==> config.mk <==
export PLATFORM = sky130hd
export DESIGN_NAME = seq_counter
export DESIGN_NICKNAME = d
export VERILOG_FILES = /design/src/rtl/seq_cnt_pkg.sv /design/src/rtl/seq_cnt_fib_core.sv /design/src/rtl/seq_counter.sv
export SDC_FILE = /design/constraint.sdc
export NUM_CORES = 1
export LEC_CHECK = 0
export ABC_AREA = 1
export BUFFER_PORTS_ARGS = -buffer_cell sky130_fd_sc_hd__buf_2
export CAP_MARGIN = 10
export CORE_MARGIN = 2
export CORE_UTILIZATION = 60
export DETAILED_ROUTE_END_ITERATION = 7
export PLACE_DENSITY_LB_ADDON = 0.25
export SLEW_MARGIN = 30
export SYNTH_ARGS = -nofsm -noshare
export SYNTH_HDL_FRONTEND = slang
export SYNTH_HIERARCHICAL = 1
export SYNTH_SLANG_ARGS = --single-unit
==> constraint.sdc <==
create_clock -name clk -period 4.1 [get_ports clk]
set_input_delay 0.205 -clock clk [delete_from_list [all_inputs] [get_ports clk]]
set_output_delay 0.205 -clock clk [all_outputs]
set_load 0.01 [all_outputs]
==> src/rtl/seq_cnt_pkg.sv <==
// Shared constants, state/command enums and constant helpers for the seq_counter block.
package seq_cnt_pkg;

  localparam int MAX_LEN = 32;

  localparam int PRIMES [MAX_LEN] = '{
    2, 3, 5, 7, 11, 13, 17, 19, 23, 29, 31, 37, 41, 43, 47, 53,
    59, 61, 67, 71, 73, 79, 83, 89, 97, 101, 103, 107, 109, 113, 127, 131
  };

  typedef enum logic [0:0] {
    RUN  = 1'b0,
    SEEK = 1'b1
  } state_e;

  typedef enum logic [2:0] {
    FIB_HOLD  = 3'd0,
    FIB_UP    = 3'd1,
    FIB_DOWN  = 3'd2,
    FIB_CLEAR = 3'd3,
    FIB_TOP   = 3'd4
  } fib_cmd_e;

  function automatic int fib(input int n);
    int a;
    int b;
    int t;
    a = 0;
    b = 1;
    for (int i = 0; i < n; i++) begin
      t = a + b;
      a = b;
      b = t;
    end
    return a;
  endfunction

  function automatic int prime_at(input int n);
    logic [4:0] k;
    k = 5'(n);
    return PRIMES[k];
  endfunction

  // Bits needed to hold the largest term either sequence can present.
  function automatic int need_width(input int len);
    int m;
    m = (fib(len - 1) > prime_at(len - 1)) ? fib(len - 1) : prime_at(len - 1);
    return $clog2(m + 1);
  endfunction

endpackage

==> src/rtl/seq_cnt_fib_core.sv <==
// Fibonacci register pair cur=F(i), nxt=F(i+1) with step/clear/preset commands.
module seq_cnt_fib_core
  import seq_cnt_pkg::*;
#(
  parameter int LEN   = 11,
  parameter int WIDTH = 6
) (
  input  logic             clk,
  input  logic             rst,
  input  fib_cmd_e         cmd,
  output logic [WIDTH-1:0] cur_next
);

  localparam int PW = WIDTH + 1;
  localparam logic [WIDTH:0] TOP_CUR = PW'(fib(LEN - 1));
  localparam logic [WIDTH:0] TOP_NXT = PW'(fib(LEN));
  localparam logic [WIDTH:0] ONE     = {{WIDTH{1'b0}}, 1'b1};

  logic [WIDTH:0] cur_r;
  logic [WIDTH:0] nxt_r;
  logic [WIDTH:0] cur_n_s;
  logic [WIDTH:0] nxt_n_s;

  // Next pair value for the requested command
  always_comb begin
    cur_n_s = cur_r;
    nxt_n_s = nxt_r;
    case (cmd)
      FIB_UP: begin
        cur_n_s = nxt_r;
        nxt_n_s = cur_r + nxt_r;
      end
      FIB_DOWN: begin
        cur_n_s = nxt_r - cur_r;
        nxt_n_s = cur_r;
      end
      FIB_CLEAR: begin
        cur_n_s = '0;
        nxt_n_s = ONE;
      end
      FIB_TOP: begin
        cur_n_s = TOP_CUR;
        nxt_n_s = TOP_NXT;
      end
      default: begin
        cur_n_s = cur_r;
        nxt_n_s = nxt_r;
      end
    endcase
  end

  // Pair register
  always_ff @(posedge clk) begin
    if (rst) begin
      cur_r <= '0;
      nxt_r <= ONE;
    end else begin
      cur_r <= cur_n_s;
      nxt_r <= nxt_n_s;
    end
  end

  assign cur_next = cur_n_s[WIDTH-1:0];

endmodule

==> src/rtl/seq_counter.sv <==
// Modulo-LEN Fibonacci/prime up/down counter with seek-based index load and wrap pulse.
// Defining SEQ_CNT_SAT_EN adds the sat port (stop at the ends instead of wrapping).
module seq_counter
  import seq_cnt_pkg::*;
#(
  parameter int LEN   = 11,
  parameter int WIDTH = 6,
  parameter int IDX_W = $clog2(LEN)
) (
  input  logic             clk,
  input  logic             rst,
  input  logic             en,
  input  logic             up_down,
  input  logic             prime_fib,
  input  logic             load,
  input  logic [IDX_W-1:0] load_idx,
`ifdef SEQ_CNT_SAT_EN
  input  logic             sat,
`endif
  output logic             busy,
  output logic             load_err,
  output logic             wrap,
  output logic [IDX_W-1:0] idx,
  output logic [WIDTH-1:0] Q
);

  if (LEN < 2 || LEN > MAX_LEN) begin : g_bad_len
    $error("seq_counter: LEN must be in 2..%0d", MAX_LEN);
  end
  if (WIDTH < need_width(LEN)) begin : g_bad_width
    $error("seq_counter: WIDTH too small for LEN");
  end

  localparam logic [IDX_W:0]   LEN_V    = (IDX_W + 1)'(LEN);
  localparam logic [IDX_W-1:0] LAST_IDX = IDX_W'(LEN - 1);
  localparam logic [IDX_W-1:0] IDX_ONE  = IDX_W'(1);

  logic sat_s;
`ifdef SEQ_CNT_SAT_EN
  assign sat_s = sat;
`else
  assign sat_s = 1'b0;
`endif

  state_e           state_r, state_next_s;
  logic [IDX_W-1:0] idx_r, idx_next_s;
  logic [IDX_W-1:0] target_r, target_next_s;
  logic [WIDTH-1:0] q_r, q_next_s, fib_q_s, prime_q_s;
  logic             q_upd_s;
  logic             busy_r, busy_next_s;
  logic             wrap_r, wrap_next_s;
  logic             load_err_r, load_err_next_s;
  fib_cmd_e         cmd_s;

  seq_cnt_fib_core #(
    .LEN   (LEN),
    .WIDTH (WIDTH)
  ) u_fib (
    .clk      (clk),
    .rst      (rst),
    .cmd      (cmd_s),
    .cur_next (fib_q_s)
  );

  // Next-state, index step, pair command and pulse decisions
  always_comb begin
    state_next_s    = state_r;
    idx_next_s      = idx_r;
    target_next_s   = target_r;
    cmd_s           = FIB_HOLD;
    q_upd_s         = 1'b0;
    busy_next_s     = 1'b0;
    wrap_next_s     = 1'b0;
    load_err_next_s = 1'b0;
    case (state_r)
      RUN: begin
        q_upd_s = 1'b1;
        if (load) begin
          if ({1'b0, load_idx} >= LEN_V) begin
            load_err_next_s = 1'b1;
          end else begin
            idx_next_s    = '0;
            cmd_s         = FIB_CLEAR;
            target_next_s = load_idx;
            if (load_idx != '0) begin
              // Q keeps its pre-load value until the seek completes
              state_next_s = SEEK;
              q_upd_s      = 1'b0;
            end else begin
              state_next_s = RUN;
            end
          end
        end else if (en) begin
          if (up_down) begin
            if (idx_r == LAST_IDX) begin
              if (sat_s) begin
                q_upd_s = 1'b0;
              end else begin
                idx_next_s  = '0;
                cmd_s       = FIB_CLEAR;
                wrap_next_s = 1'b1;
              end
            end else begin
              idx_next_s = idx_r + IDX_ONE;
              cmd_s      = FIB_UP;
            end
          end else begin
            if (idx_r == '0) begin
              if (sat_s) begin
                q_upd_s = 1'b0;
              end else begin
                idx_next_s  = LAST_IDX;
                cmd_s       = FIB_TOP;
                wrap_next_s = 1'b1;
              end
            end else begin
              idx_next_s = idx_r - IDX_ONE;
              cmd_s      = FIB_DOWN;
            end
          end
        end else begin
          cmd_s = FIB_HOLD;
        end
      end
      SEEK: begin
        idx_next_s = idx_r + IDX_ONE;
        cmd_s      = FIB_UP;
        if (idx_next_s == target_r) begin
          state_next_s = RUN;
          q_upd_s      = 1'b1;
        end else begin
          busy_next_s = 1'b1;
        end
      end
      default: begin
        state_next_s = RUN;
      end
    endcase
  end

  assign prime_q_s = WIDTH'(prime_at(int'(idx_next_s)));
  assign q_next_s  = prime_fib ? prime_q_s : fib_q_s;

  // State, index and output registers
  always_ff @(posedge clk) begin
    if (rst) begin
      state_r    <= RUN;
      idx_r      <= '0;
      target_r   <= '0;
      q_r        <= '0;
      busy_r     <= 1'b0;
      wrap_r     <= 1'b0;
      load_err_r <= 1'b0;
    end else begin
      state_r    <= state_next_s;
      idx_r      <= idx_next_s;
      target_r   <= target_next_s;
      if (q_upd_s) begin
        q_r <= q_next_s;
      end
      busy_r     <= busy_next_s;
      wrap_r     <= wrap_next_s;
      load_err_r <= load_err_next_s;
    end
  end

  assign busy     = busy_r;
  assign wrap     = wrap_r;
  assign load_err = load_err_r;
  assign idx      = idx_r;
  assign Q        = q_r;

endmodule

# == Word-level counts from Yosys, hierarchy flattened ==
# Memories as Yosys holds them, arrays and structs flattened.
# Cells that the tools add are included.
# word_totals
mem_bits_ro,1024
register_bits,32
mem_count,1
input_bits,10
# mem_list
name,depth,word_bits,rd,rd_ports_with_merged_regs,write_ports,line,source
(name not given),32,32,1,0,0,seq_cnt_pkg.sv:41,return PRIMES[k];
# op_classes
reduce_logical,7
bitwise_logic,5
addsub,4
n_lt_le_gt_ge,2
eq_ne,6
mux,33
# ops
op,count
$pmux W7 S4,2
$mux W4,6
$mux W6,3
$mux W1,12
$mux W3,4
$pmux W4 S2,1
$reduce_bool A4 Y1,2
$add A7 B7 Y7,1
$sub A7 B7 Y7,1
$eq A3 B2 Y1 const B,2
$ge A6 B6 Y1 const B,1
$not A4 Y6,1
$pmux W3 S2,1
$add A4 B1 Y4 const B,1
$eq A4 B4 Y1,1
$eq A4 B4 Y1 const B,1
$ge A4 B4 Y1 const B,1
$logic_not A4 Y1,1
$mux W2,2
$not A1 Y1,4
$pmux W1 S2,2
$reduce_or A4 Y1,1
$sub A4 B1 Y4 const B,1
$eq A3 B1 Y1 const B,1
other kinds (4),4

# == Logic depth before layout (Yosys ltp) ==
# Gate-level depths: netlist of run 1.
# depth
depth_word,11
depth_mapped,18

# == Hierarchy ==
# Netlist of run 1, hierarchy kept.
# by_module_without_submodules
module,instances,seq_area_each_um2,area_each_um2,cells_per_inst
seq_counter,1,360.3,1363.8,219
seq_cnt_fib_core,1,240.2,1083.5,167

# == Worst setup path after synthesis of run 1 ==
# No wires, ideal clock.
# synth_timing
path_kind,register to register
start,register idx_r[0] (netlist: idx[0])
end,register q_r[4] (netlist: Q[4])
required_time_ns,3.983
n_path_buf,1
arrival_time_ns,2.521
slack_ns,1.461
synth_period_minus_slack_ns,2.639
path_stages_with_launch,18
path_cell_list,dfxtp_1 -> inv_1 -> ha_1 -> a21oi_1 -> nor2_1 -> o31ai_1 -> inv_2 -> nand3_2 -> nand2_2 -> nor2_4 -> nand2_4 -> buf_6 -> o21ai_2 -> inv_1 -> nand2_1 -> nand2_1 -> nor2_1 -> nor2_1
# synth_via
word_cells_on_any_way,30
classes_between,2 x add/sub; 6 x eq/ne; 19 x mux; 1 x bitwise; 1 x reduce/logical; 1 x memory
# synth_lines
element,line,source
"start, declared",seq_counter.sv:46,"logic [IDX_W-1:0] idx_r, idx_next_s;"
"start signal, assigned",seq_counter.sv:156,idx_r <= idx_next_s;
$eq A4 B4 Y1 / $logic_not A4 Y1 (equally long branches),"seq_counter.sv:95, seq_counter.sv:108",
$mux W2 / $mux W3 (equally long branches),"seq_counter.sv:95, seq_counter.sv:108",
$mux W3 *,seq_counter.sv:94,if (up_down) begin
$mux W3 *,seq_counter.sv:93,end else if (en) begin
$mux W3 *,seq_counter.sv:78,if (load) begin
$pmux W3 S2 *,seq_counter.sv:75,case (state_r)
via cmd_s[1],seq_counter.sv:53,fib_cmd_e cmd_s;
"$eq A3 B3 Y1, or another cell as far along",seq_cnt_fib_core.sv:28,case (cmd)
$pmux W7 S4 *,seq_cnt_fib_core.sv:28,
via fib_q_s[4],seq_counter.sv:48,"logic [WIDTH-1:0] q_r, q_next_s, fib_q_s, prime_q_s;"
$mux W6 *,seq_counter.sv:142,assign q_next_s = prime_fib ? prime_q_s : fib_q_s;
"end signal, assigned",seq_counter.sv:159,q_r <= q_next_s;
"end, declared",seq_counter.sv:48,
# Mark *: on every way through the listed nets, which the timed path passes. The rest lies on a longest branch. The select of a mux whose other input is x is not followed.
# A chain may end at the register's enable or synchronous reset.

# == Worst setup path after layout of run 1 ==
# layout_timing
start,register idx_r[0] (netlist: idx[0])
end,register q_r[0] (netlist: Q[0])
# Same word-level chain as after synthesis.

==> results of run 1 <==
worst max-delay path, stage by stage (launching register included):
cell	delay (ps)
sky130_fd_sc_hd__dfxtp_1	440
sky130_fd_sc_hd__inv_1	170
sky130_fd_sc_hd__ha_1	270
sky130_fd_sc_hd__a21oi_1	230
sky130_fd_sc_hd__nor2_1	60
sky130_fd_sc_hd__o31ai_1	540
sky130_fd_sc_hd__nand3_4	220
sky130_fd_sc_hd__inv_4	150
sky130_fd_sc_hd__nor2_4	70
sky130_fd_sc_hd__nand2_4	120
sky130_fd_sc_hd__inv_1	100
sky130_fd_sc_hd__nand2_1	90
sky130_fd_sc_hd__nand2_1	60
sky130_fd_sc_hd__or2_2	270
sky130_fd_sc_hd__nand3_1	80
sky130_fd_sc_hd__nand2_1	50
final cells by class:
cell class / count / area (µm²) / area share [%]
Clock buffer: 6 / 82.6 / 3.03
Multi-Input combinational cell: 288 / 1580 / 57.8
Sequential cell: 30 / 601 / 22.0
Inverter: 62 / 236 / 8.67
Timing Repair Buffer: 22 / 110 / 4.03
Clock inverter: 2 / 60.1 / 2.20
Tap cell: 50 / 62.6 / 2.29
through the flow:
step	std cells	power, µW
after detailed placement	452	916
after floorplan	386	792
after global routing	460	1410
final	460	1320
after CTS	460	1310
after global placement	452	912
routing by layer:
layer | part of all wire (%) | up-vias
met5 | 0 | -
met4 | 2.0 | 0
met1 | 46 | 1156
li1 | - | 1289
met3 | 7.6 | 16
met2 | 44 | 119
report_power, final:
| group | leakage, µW | switching, µW | total (µW) | internal [µW] |
|---|---|---|---|---|
| Sequential | 0.000247 | 47.5 | 384 | 336 |
| Combinational | 0.00113 | 358 | 549 | 191 |
| Clock | 0.0000714 | 127 | 386 | 259 |
| Total | 0.00145 | 532 | 1320 | 786 |
logic make-up after synthesis:
kind of cell	after synthesis	share of synthesized area, %
AO/OA/AOI/OAI	72	16.9
XOR/XNOR	1	0.358
adder cells (fa/ha/maj)	20	10.8
buffers and inverters	68	11.0
flip-flops	30	24.5
AND/OR/NAND/NOR	195	36.3
sequential cells by signal (all words and copies together), names as in the netlist:
signal       cells
Q                6
busy             1
idx              4
load_err         1
state_r          1
target_r         4
u_fib/cur_r      6
u_fib/nxt_r      6
wrap             1
synth_stat cells, types with 3 or more instances:
library cell / instances / share of area (%)
sky130_fd_sc_hd__nand2_4: 4 / 1.8
sky130_fd_sc_hd__or2_2: 3 / 0.77
sky130_fd_sc_hd__buf_2: 3 / 0.61
sky130_fd_sc_hd__nand2_2: 6 / 1.5
sky130_fd_sc_hd__nor3_1: 3 / 0.61
sky130_fd_sc_hd__inv_2: 7 / 1.1
sky130_fd_sc_hd__nand4_1: 6 / 1.5
sky130_fd_sc_hd__nand2_1: 97 / 15
sky130_fd_sc_hd__nand3_1: 36 / 7.4
sky130_fd_sc_hd__a21oi_1: 32 / 6.5
sky130_fd_sc_hd__o21ai_0: 23 / 4.7
sky130_fd_sc_hd__dfxtp_1: 30 / 25
sky130_fd_sc_hd__ha_1: 18 / 9.2
sky130_fd_sc_hd__o21ai_2: 5 / 1.8
sky130_fd_sc_hd__nor2_1: 35 / 5.4
sky130_fd_sc_hd__inv_1: 53 / 8.1
placed cells by master, fill, tap and decap left out, drive strengths merged:
cell type / n
a2111oi: 1
a21oi: 34
a22oi: 1
a31oi: 1
buf: 22
bufinv: 2
clkbuf: 6
clkinv: 1
dfxtp: 30
fa: 2
ha: 18
inv: 61
nand2: 107
nand3: 38
nand3b: 1
nand4: 7
nor2: 36
nor3: 3
o21ai: 30
o21bai: 2
o22ai: 1
o311ai: 1
o31ai: 1
or2: 3
xor2: 1
worst paths after layout:
| kind | from | end | slack, ps |
|---|---|---|---|
| min reg2reg | Q[1] | Q[1] | 460 |
| max | idx[0] | Q[0] | 1060 |
| min | load_idx[3] | target_r[3] | 230 |
| max reg2reg | idx[0] | Q[0] | 1060 |
==> flow_results.xml, run 1 <==
<?xml version="1.0" encoding="UTF-8"?>
<metrics>
  <group name="run_status">
    <metric name="outcome" unit="">finished, final reports clean</metric>
  </group>
  <group name="timing">
    <metric name="max_freq" unit="MHz">329</metric>
    <metric name="max-slew-margin-rel" unit="%">56.3</metric>
    <metric name="slew_violations" unit="">0</metric>
    <metric name="final.hold.worst_slack" unit="ps">230</metric>
    <metric name="worst_pin_slew" unit="ps">650</metric>
    <metric name="rsz0062_at_grt" unit="">no</metric>
    <metric name="skew" unit="ps">10.3</metric>
    <metric name="finalCriticalPeriod" unit="ps">3040</metric>
    <metric name="final_setup_margin" unit="ps">1060</metric>
    <metric name="finalCritPeriodShare" unit="%">74.2</metric>
    <metric name="setup_tns" unit="ps">0</metric>
    <metric name="timing_hold_violations_final" unit="">0</metric>
    <metric name="setup-violations-final" unit="">0</metric>
  </group>
  <group name="final_layout">
    <metric name="syn_to_final_growth" unit="%">11.5</metric>
    <metric name="fraction_of_final_layout_cells_sized_beyond_drive_strength_1" unit="%">15.4</metric>
    <metric name="final_area" unit="µm²">2730</metric>
    <metric name="num-nets-final" unit="">439</metric>
    <metric name="n_antenna_cell" unit="">0</metric>
    <metric name="final_core_util" unit="%">68.7</metric>
    <metric name="filler_cells_inserted" unit="">366</metric>
  </group>
  <group name="floorplanning">
    <metric name="start_util" unit="%">61.6</metric>
    <metric name="fp.dieW" unit="µm">67.9</metric>
    <metric name="die_h" unit="µm">67.9</metric>
    <metric name="die_area" unit="µm²">4610</metric>
    <metric name="floorplan.io_pins" unit="">23</metric>
    <metric name="rows" unit="">23</metric>
    <metric name="coreArea" unit="µm²">3970</metric>
  </group>
  <group name="clock_tree">
    <metric name="htree_num_levels" unit="">2</metric>
    <metric name="postCtsSetupBuffers" unit="">0</metric>
    <metric name="cts.repair.resized" unit="">0</metric>
    <metric name="cts_root_buf" unit="">sky130_fd_sc_hd__clkbuf_8</metric>
    <metric name="clkLatencyLatePin" unit="ps">300</metric>
    <metric name="cts_hold_buf" unit="">0</metric>
    <metric name="clock_tree_from_tritoncts" unit="">done</metric>
    <metric name="clkTransAtPathRegs" unit="ps">70</metric>
    <metric name="numClockSinks" unit="">30</metric>
    <metric name="cts_inserted_buffers" unit="">5</metric>
    <metric name="ctsLongestPathBuffers" unit="">2</metric>
  </group>
  <group name="power_and_ir_drop">
    <metric name="p_per_area" unit="nW/µm²">483</metric>
    <metric name="total_leakage_power" unit="µW">0.00145</metric>
    <metric name="power.ir.vdd_worst" unit="µV">289</metric>
  </group>
  <group name="global_routing">
    <metric name="grt_met1_use" unit="%">42.7</metric>
    <metric name="grt_pass1_vias" unit="">2198</metric>
    <metric name="met3_demand_to_capacity_share_in_global_routing" unit="%">5.92</metric>
    <metric name="initial_antenna_violation_count" unit="">0</metric>
    <metric name="grt_pass1_wl" unit="mm">10.3</metric>
    <metric name="grt_use_met2" unit="%">46.1</metric>
    <metric name="overflow" unit="">0</metric>
    <metric name="track_usage" unit="%">30.3</metric>
    <metric name="busiest_grt_layer" unit="">met2</metric>
    <metric name="maximum_number_of_pins_on_one_net_before_global_route_repair" unit="">20</metric>
  </group>
  <group name="routing">
    <metric name="number_of_drc_markers_after_the_initial_detailed_route_iteration" unit="">420</metric>
    <metric name="drc_errors" unit="">0</metric>
    <metric name="vias" unit="">2580</metric>
    <metric name="detail_route.first_pass.iterations" unit="">5</metric>
    <metric name="ratio_of_routed_vias_to_standard_cells" unit="">5.61</metric>
    <metric name="wire_per_inst" unit="µm">14.0</metric>
    <metric name="routed_wirelength" unit="mm">6.43</metric>
    <metric name="drtAntennaViolNets" unit="">0</metric>
  </group>
  <group name="synth">
    <metric name="synthesis.area" unit="µm²">2450</metric>
    <metric name="yosys.cell_types.count" unit="">38</metric>
    <metric name="synthArstFlopShare" unit="%">0</metric>
    <metric name="postSynthCellCount" unit="">386</metric>
    <metric name="seq_area_frac_synth" unit="%">24.5</metric>
    <metric name="synth.yosys.warnings" unit="">6</metric>
    <metric name="yosys_most_used_dff" unit="">sky130_fd_sc_hd__dfxtp_1</metric>
    <metric name="mappedNetlistNets" unit="">416</metric>
    <metric name="synth-edff-count" unit="">0</metric>
    <metric name="syn-mean-instance-area" unit="µm²">6.34</metric>
    <metric name="ys_seq_elements" unit="">30</metric>
  </group>
  <group name="setup_path">
    <metric name="startpoint_type" unit="">flop</metric>
    <metric name="critical_path_required" unit="ps">4280</metric>
    <metric name="timing.critical_path.to_type" unit="">flop</metric>
    <metric name="critical_path.max_fanout" unit="">13</metric>
    <metric name="path_class" unit="">flop to flop</metric>
    <metric name="cp.arrival" unit="ps">3230</metric>
    <metric name="worstRegToRegCells" unit="">15</metric>
  </group>
  <group name="worst_hold_path">
    <metric name="worst_min_delay_path_class" unit="">primary input to flop</metric>
    <metric name="worst_hold_path.num_cells" unit="">3</metric>
  </group>
  <group name="place">
    <metric name="placement.io_buffers" unit="">22</metric>
    <metric name="postPlaceCellArea" unit="µm²">2590</metric>
    <metric name="dp.final_hpwl" unit="mm">4.68</metric>
    <metric name="preCtsSetupSlack" unit="ps">1150</metric>
    <metric name="place.gp.congestion" unit="">0.962</metric>
  </group>
  <group name="flow_run">
    <metric name="max_cap_viol_count" unit="">0</metric>
  </group>
</metrics>
Note: power is estimated with default switching activity, not from simulation.
==> run 2: changes to the inputs <==
clock period = 2.9 ns   (was 4.1 ns; I/O delays follow)
==> run 2 against run 1 <==
Critical path type unchanged. Utilization fell by 0.41 points. Global-route usage decreased by 1.4 points. Die area unchanged. Total power is 27% higher. Clock power decreased by 6.2%. Final area decreased by 0.60%. Worst hold slack got worse by 52 ps.
==> flow_results.xml, run 2 (synthesis gave the netlist of run 1 again) <==
<?xml version="1.0" encoding="UTF-8"?>
<metrics>
  <group name="global_routing">
    <metric name="overflow" unit="">0</metric>
    <metric name="track_usage" unit="%">28.9</metric>
    <metric name="maximum_number_of_pins_on_one_net_before_global_route_repair" unit="">20</metric>
    <metric name="grt_pass1_wl" unit="mm">9.99</metric>
    <metric name="initial_antenna_violation_count" unit="">0</metric>
    <metric name="grt_pass1_vias" unit="">2202</metric>
  </group>
  <group name="setup_path">
    <metric name="worstRegToRegCells" unit="">19</metric>
    <metric name="startpoint_type" unit="">flop</metric>
    <metric name="r2r_setup_slack" unit="ps">240</metric>
    <metric name="timing.critical_path.to_type" unit="">flop</metric>
    <metric name="critical_path_required" unit="ps">3140</metric>
    <metric name="cp.arrival" unit="ps">2890</metric>
    <metric name="reg2reg_from" unit="">idx[0]</metric>
    <metric name="critical_path.max_fanout" unit="">13</metric>
    <metric name="worstReg2RegEnd" unit="">Q[1]</metric>
    <metric name="path_class" unit="">flop to flop</metric>
  </group>
  <group name="place">
    <metric name="postPlaceCellArea" unit="µm²">2610</metric>
    <metric name="placement.io_buffers" unit="">22</metric>
    <metric name="dp.final_hpwl" unit="mm">4.60</metric>
    <metric name="place.gp.congestion" unit="">0.960</metric>
  </group>
  <group name="clock_tree">
    <metric name="clock_tree_from_tritoncts" unit="">done</metric>
    <metric name="cts_root_buf" unit="">sky130_fd_sc_hd__clkbuf_8</metric>
    <metric name="postCtsSetupBuffers" unit="">0</metric>
    <metric name="cts.repair.resized" unit="">0</metric>
    <metric name="clkLatencyLatePin" unit="ps">280</metric>
    <metric name="cts_hold_buf" unit="">0</metric>
    <metric name="htree_num_levels" unit="">2</metric>
    <metric name="ctsLongestPathBuffers" unit="">2</metric>
    <metric name="clkTransAtPathRegs" unit="ps">70</metric>
    <metric name="cts_inserted_buffers" unit="">5</metric>
    <metric name="numClockSinks" unit="">30</metric>
  </group>
  <group name="timing">
    <metric name="worst_pin_slew" unit="ps">522</metric>
    <metric name="setup-violations-final" unit="">0</metric>
    <metric name="finalCritPeriodShare" unit="%">91.6</metric>
    <metric name="timing_hold_violations_final" unit="">0</metric>
    <metric name="slew_violations" unit="">0</metric>
    <metric name="skew" unit="ps">2.97</metric>
    <metric name="max-slew-margin-rel" unit="%">64.8</metric>
    <metric name="setup_tns" unit="ps">0</metric>
    <metric name="finalCriticalPeriod" unit="ps">2660</metric>
    <metric name="max_freq" unit="MHz">376</metric>
  </group>
  <group name="power_and_ir_drop">
    <metric name="p_clk_share" unit="%">21.7</metric>
    <metric name="register_share_of_total_power" unit="%">32.1</metric>
    <metric name="power.switching_fraction" unit="%">43.6</metric>
    <metric name="total_leakage_power" unit="µW">0.00144</metric>
    <metric name="p_switching" unit="µW">729</metric>
    <metric name="power.ir.vdd_worst" unit="µV">333</metric>
    <metric name="p_per_area" unit="nW/µm²">616</metric>
    <metric name="combinationalPowerShare" unit="%">46.3</metric>
    <metric name="power.internal" unit="µW">943</metric>
  </group>
  <group name="final_layout">
    <metric name="fraction_of_final_layout_cells_sized_beyond_drive_strength_1" unit="%">16.7</metric>
    <metric name="multi_input_logic_area" unit="µm²">1580</metric>
    <metric name="layout.cells.most_common_list" unit="">sky130_fd_sc_hd__nand2_1 (97), sky130_fd_sc_hd__inv_1 (53), sky130_fd_sc_hd__nand3_1 (36), sky130_fd_sc_hd__nor2_1 (35), sky130_fd_sc_hd__a21oi_1 (32)</metric>
    <metric name="num-nets-final" unit="">442</metric>
    <metric name="final_area" unit="µm²">2710</metric>
    <metric name="syn_to_final_growth" unit="%">10.8</metric>
    <metric name="layout.cells.most_common" unit="">sky130_fd_sc_hd__nand2_1</metric>
    <metric name="n_antenna_cell" unit="">0</metric>
    <metric name="seq_area" unit="µm²">603</metric>
    <metric name="filler_cells_inserted" unit="">361</metric>
  </group>
  <group name="routing">
    <metric name="wire_per_inst" unit="µm">12.9</metric>
    <metric name="vias" unit="">2570</metric>
    <metric name="drtAntennaViolNets" unit="">0</metric>
    <metric name="ratio_of_routed_vias_to_standard_cells" unit="">5.55</metric>
    <metric name="drc_errors" unit="">0</metric>
    <metric name="number_of_drc_markers_after_the_initial_detailed_route_iteration" unit="">238</metric>
    <metric name="detail_route.first_pass.iterations" unit="">5</metric>
    <metric name="routed_wirelength" unit="mm">5.96</metric>
  </group>
  <group name="flow_run">
    <metric name="max_cap_viol_count" unit="">0</metric>
  </group>
  <group name="floorplanning">
    <metric name="die_area" unit="µm²">4610</metric>
    <metric name="start_util" unit="%">61.6</metric>
    <metric name="rows" unit="">23</metric>
    <metric name="floorplan.io_pins" unit="">23</metric>
    <metric name="fp.dieW" unit="µm">67.9</metric>
    <metric name="coreArea" unit="µm²">3970</metric>
    <metric name="die_h" unit="µm">67.9</metric>
  </group>
  <group name="worst_hold_path">
    <metric name="worst_hold_path.num_cells" unit="">3</metric>
    <metric name="worst_min_delay_path_class" unit="">primary input to flop</metric>
    <metric name="hold_crit_endpoint" unit="">target_r[3]</metric>
    <metric name="timing.hold.worst.start" unit="">load_idx[3]</metric>
  </group>
  <group name="run_status">
    <metric name="outcome" unit="">finished, final reports clean</metric>
  </group>
</metrics>
[run 2: cell types whose count changed in the layout (fill, tap and decap cells not counted)]
| cell | change |
|---|---|
| sky130_fd_sc_hd__a31oi_1 | -1 |
| sky130_fd_sc_hd__a31oi_2 | +1 |
| sky130_fd_sc_hd__buf_4 | +3 |
| sky130_fd_sc_hd__bufinv_16 | -2 |
| sky130_fd_sc_hd__clkinv_2 | +1 |
| sky130_fd_sc_hd__clkinvlp_4 | +1 |
| sky130_fd_sc_hd__dfxtp_1 | -2 |
| sky130_fd_sc_hd__dfxtp_2 | +2 |
[run 2: power by group through the flow]
stage                     clock network [µW]  logic [µW]  registers, µW
after detailed placement                   0         753            543
after floorplan                            0         579            541
after global placement                     0         745            541
after CTS                                365         760            534
final                                    362         773            536
after global routing                     384         884            545
[run 2: routing by layer]
layer / up-vias / wire length, µm / GRT usage, %
met4: 0 / 134 / 10.5
li1: 1298 / - / -
met3: 15 / 438 / 6.41
met5: - / 0 / 0
met1: 1152 / 2840 / 40.3
met2: 105 / 2550 / 43.8
[run 2: worst max-delay path, cell delays in order, from the launching register on]
cell                      delay [ps]
sky130_fd_sc_hd__dfxtp_2         350
sky130_fd_sc_hd__inv_1           160
sky130_fd_sc_hd__ha_1            190
sky130_fd_sc_hd__nand4_2         170
sky130_fd_sc_hd__inv_1           120
sky130_fd_sc_hd__nor2_1           60
sky130_fd_sc_hd__o31ai_1         200
sky130_fd_sc_hd__buf_4           180
sky130_fd_sc_hd__inv_2            50
sky130_fd_sc_hd__nand3_2         110
sky130_fd_sc_hd__nand2_2          90
sky130_fd_sc_hd__nor2_4          190
sky130_fd_sc_hd__nand2_4         140
sky130_fd_sc_hd__inv_1           140
sky130_fd_sc_hd__nand2_1          80
sky130_fd_sc_hd__nand2_1          70
sky130_fd_sc_hd__nor2_1           30
sky130_fd_sc_hd__nor3_1          160
sky130_fd_sc_hd__nand2_1          80
sky130_fd_sc_hd__nand2_1          50
[run 2: worst max path at each step]
stage	start	end	slack [ps]	cells past startpoint
finish	idx[0]	Q[1]	240	19
global placement	idx[0]	Q[2]	300	15
global route	idx[0]	Q[1]	-10	19
detailed placement	idx[0]	Q[0]	260	16
CTS	idx[0]	Q[0]	240	16
floorplan	idx[0]	Q[4]	260	17
[run 2: area by class of cell]
type | instances | share of cell area, %
multi-input combinational | 288 | 58.3
sequential | 30 | 22.2
inverter | 62 | 8.72
timing repair buffer | 25 | 4.89
clock buffer | 6 | 3.04
tap | 50 | 2.31
clock inverter | 2 | 0.461
[run 2: through the flow]
stage          util, %  instances  setup WS (ps)  hold slack (ps)  power (µW)
3_3_place_gp      65.7        455            304              446        1290
5_1_grt           68.3        463          -12.9              203        1810
3_5_place_dp      65.7        455            264              440        1300
6_report          68.3        463            242              178        1670
4_1_cts           68.1        463            242              176        1660
2_1_floorplan        -        386            261              309        1120
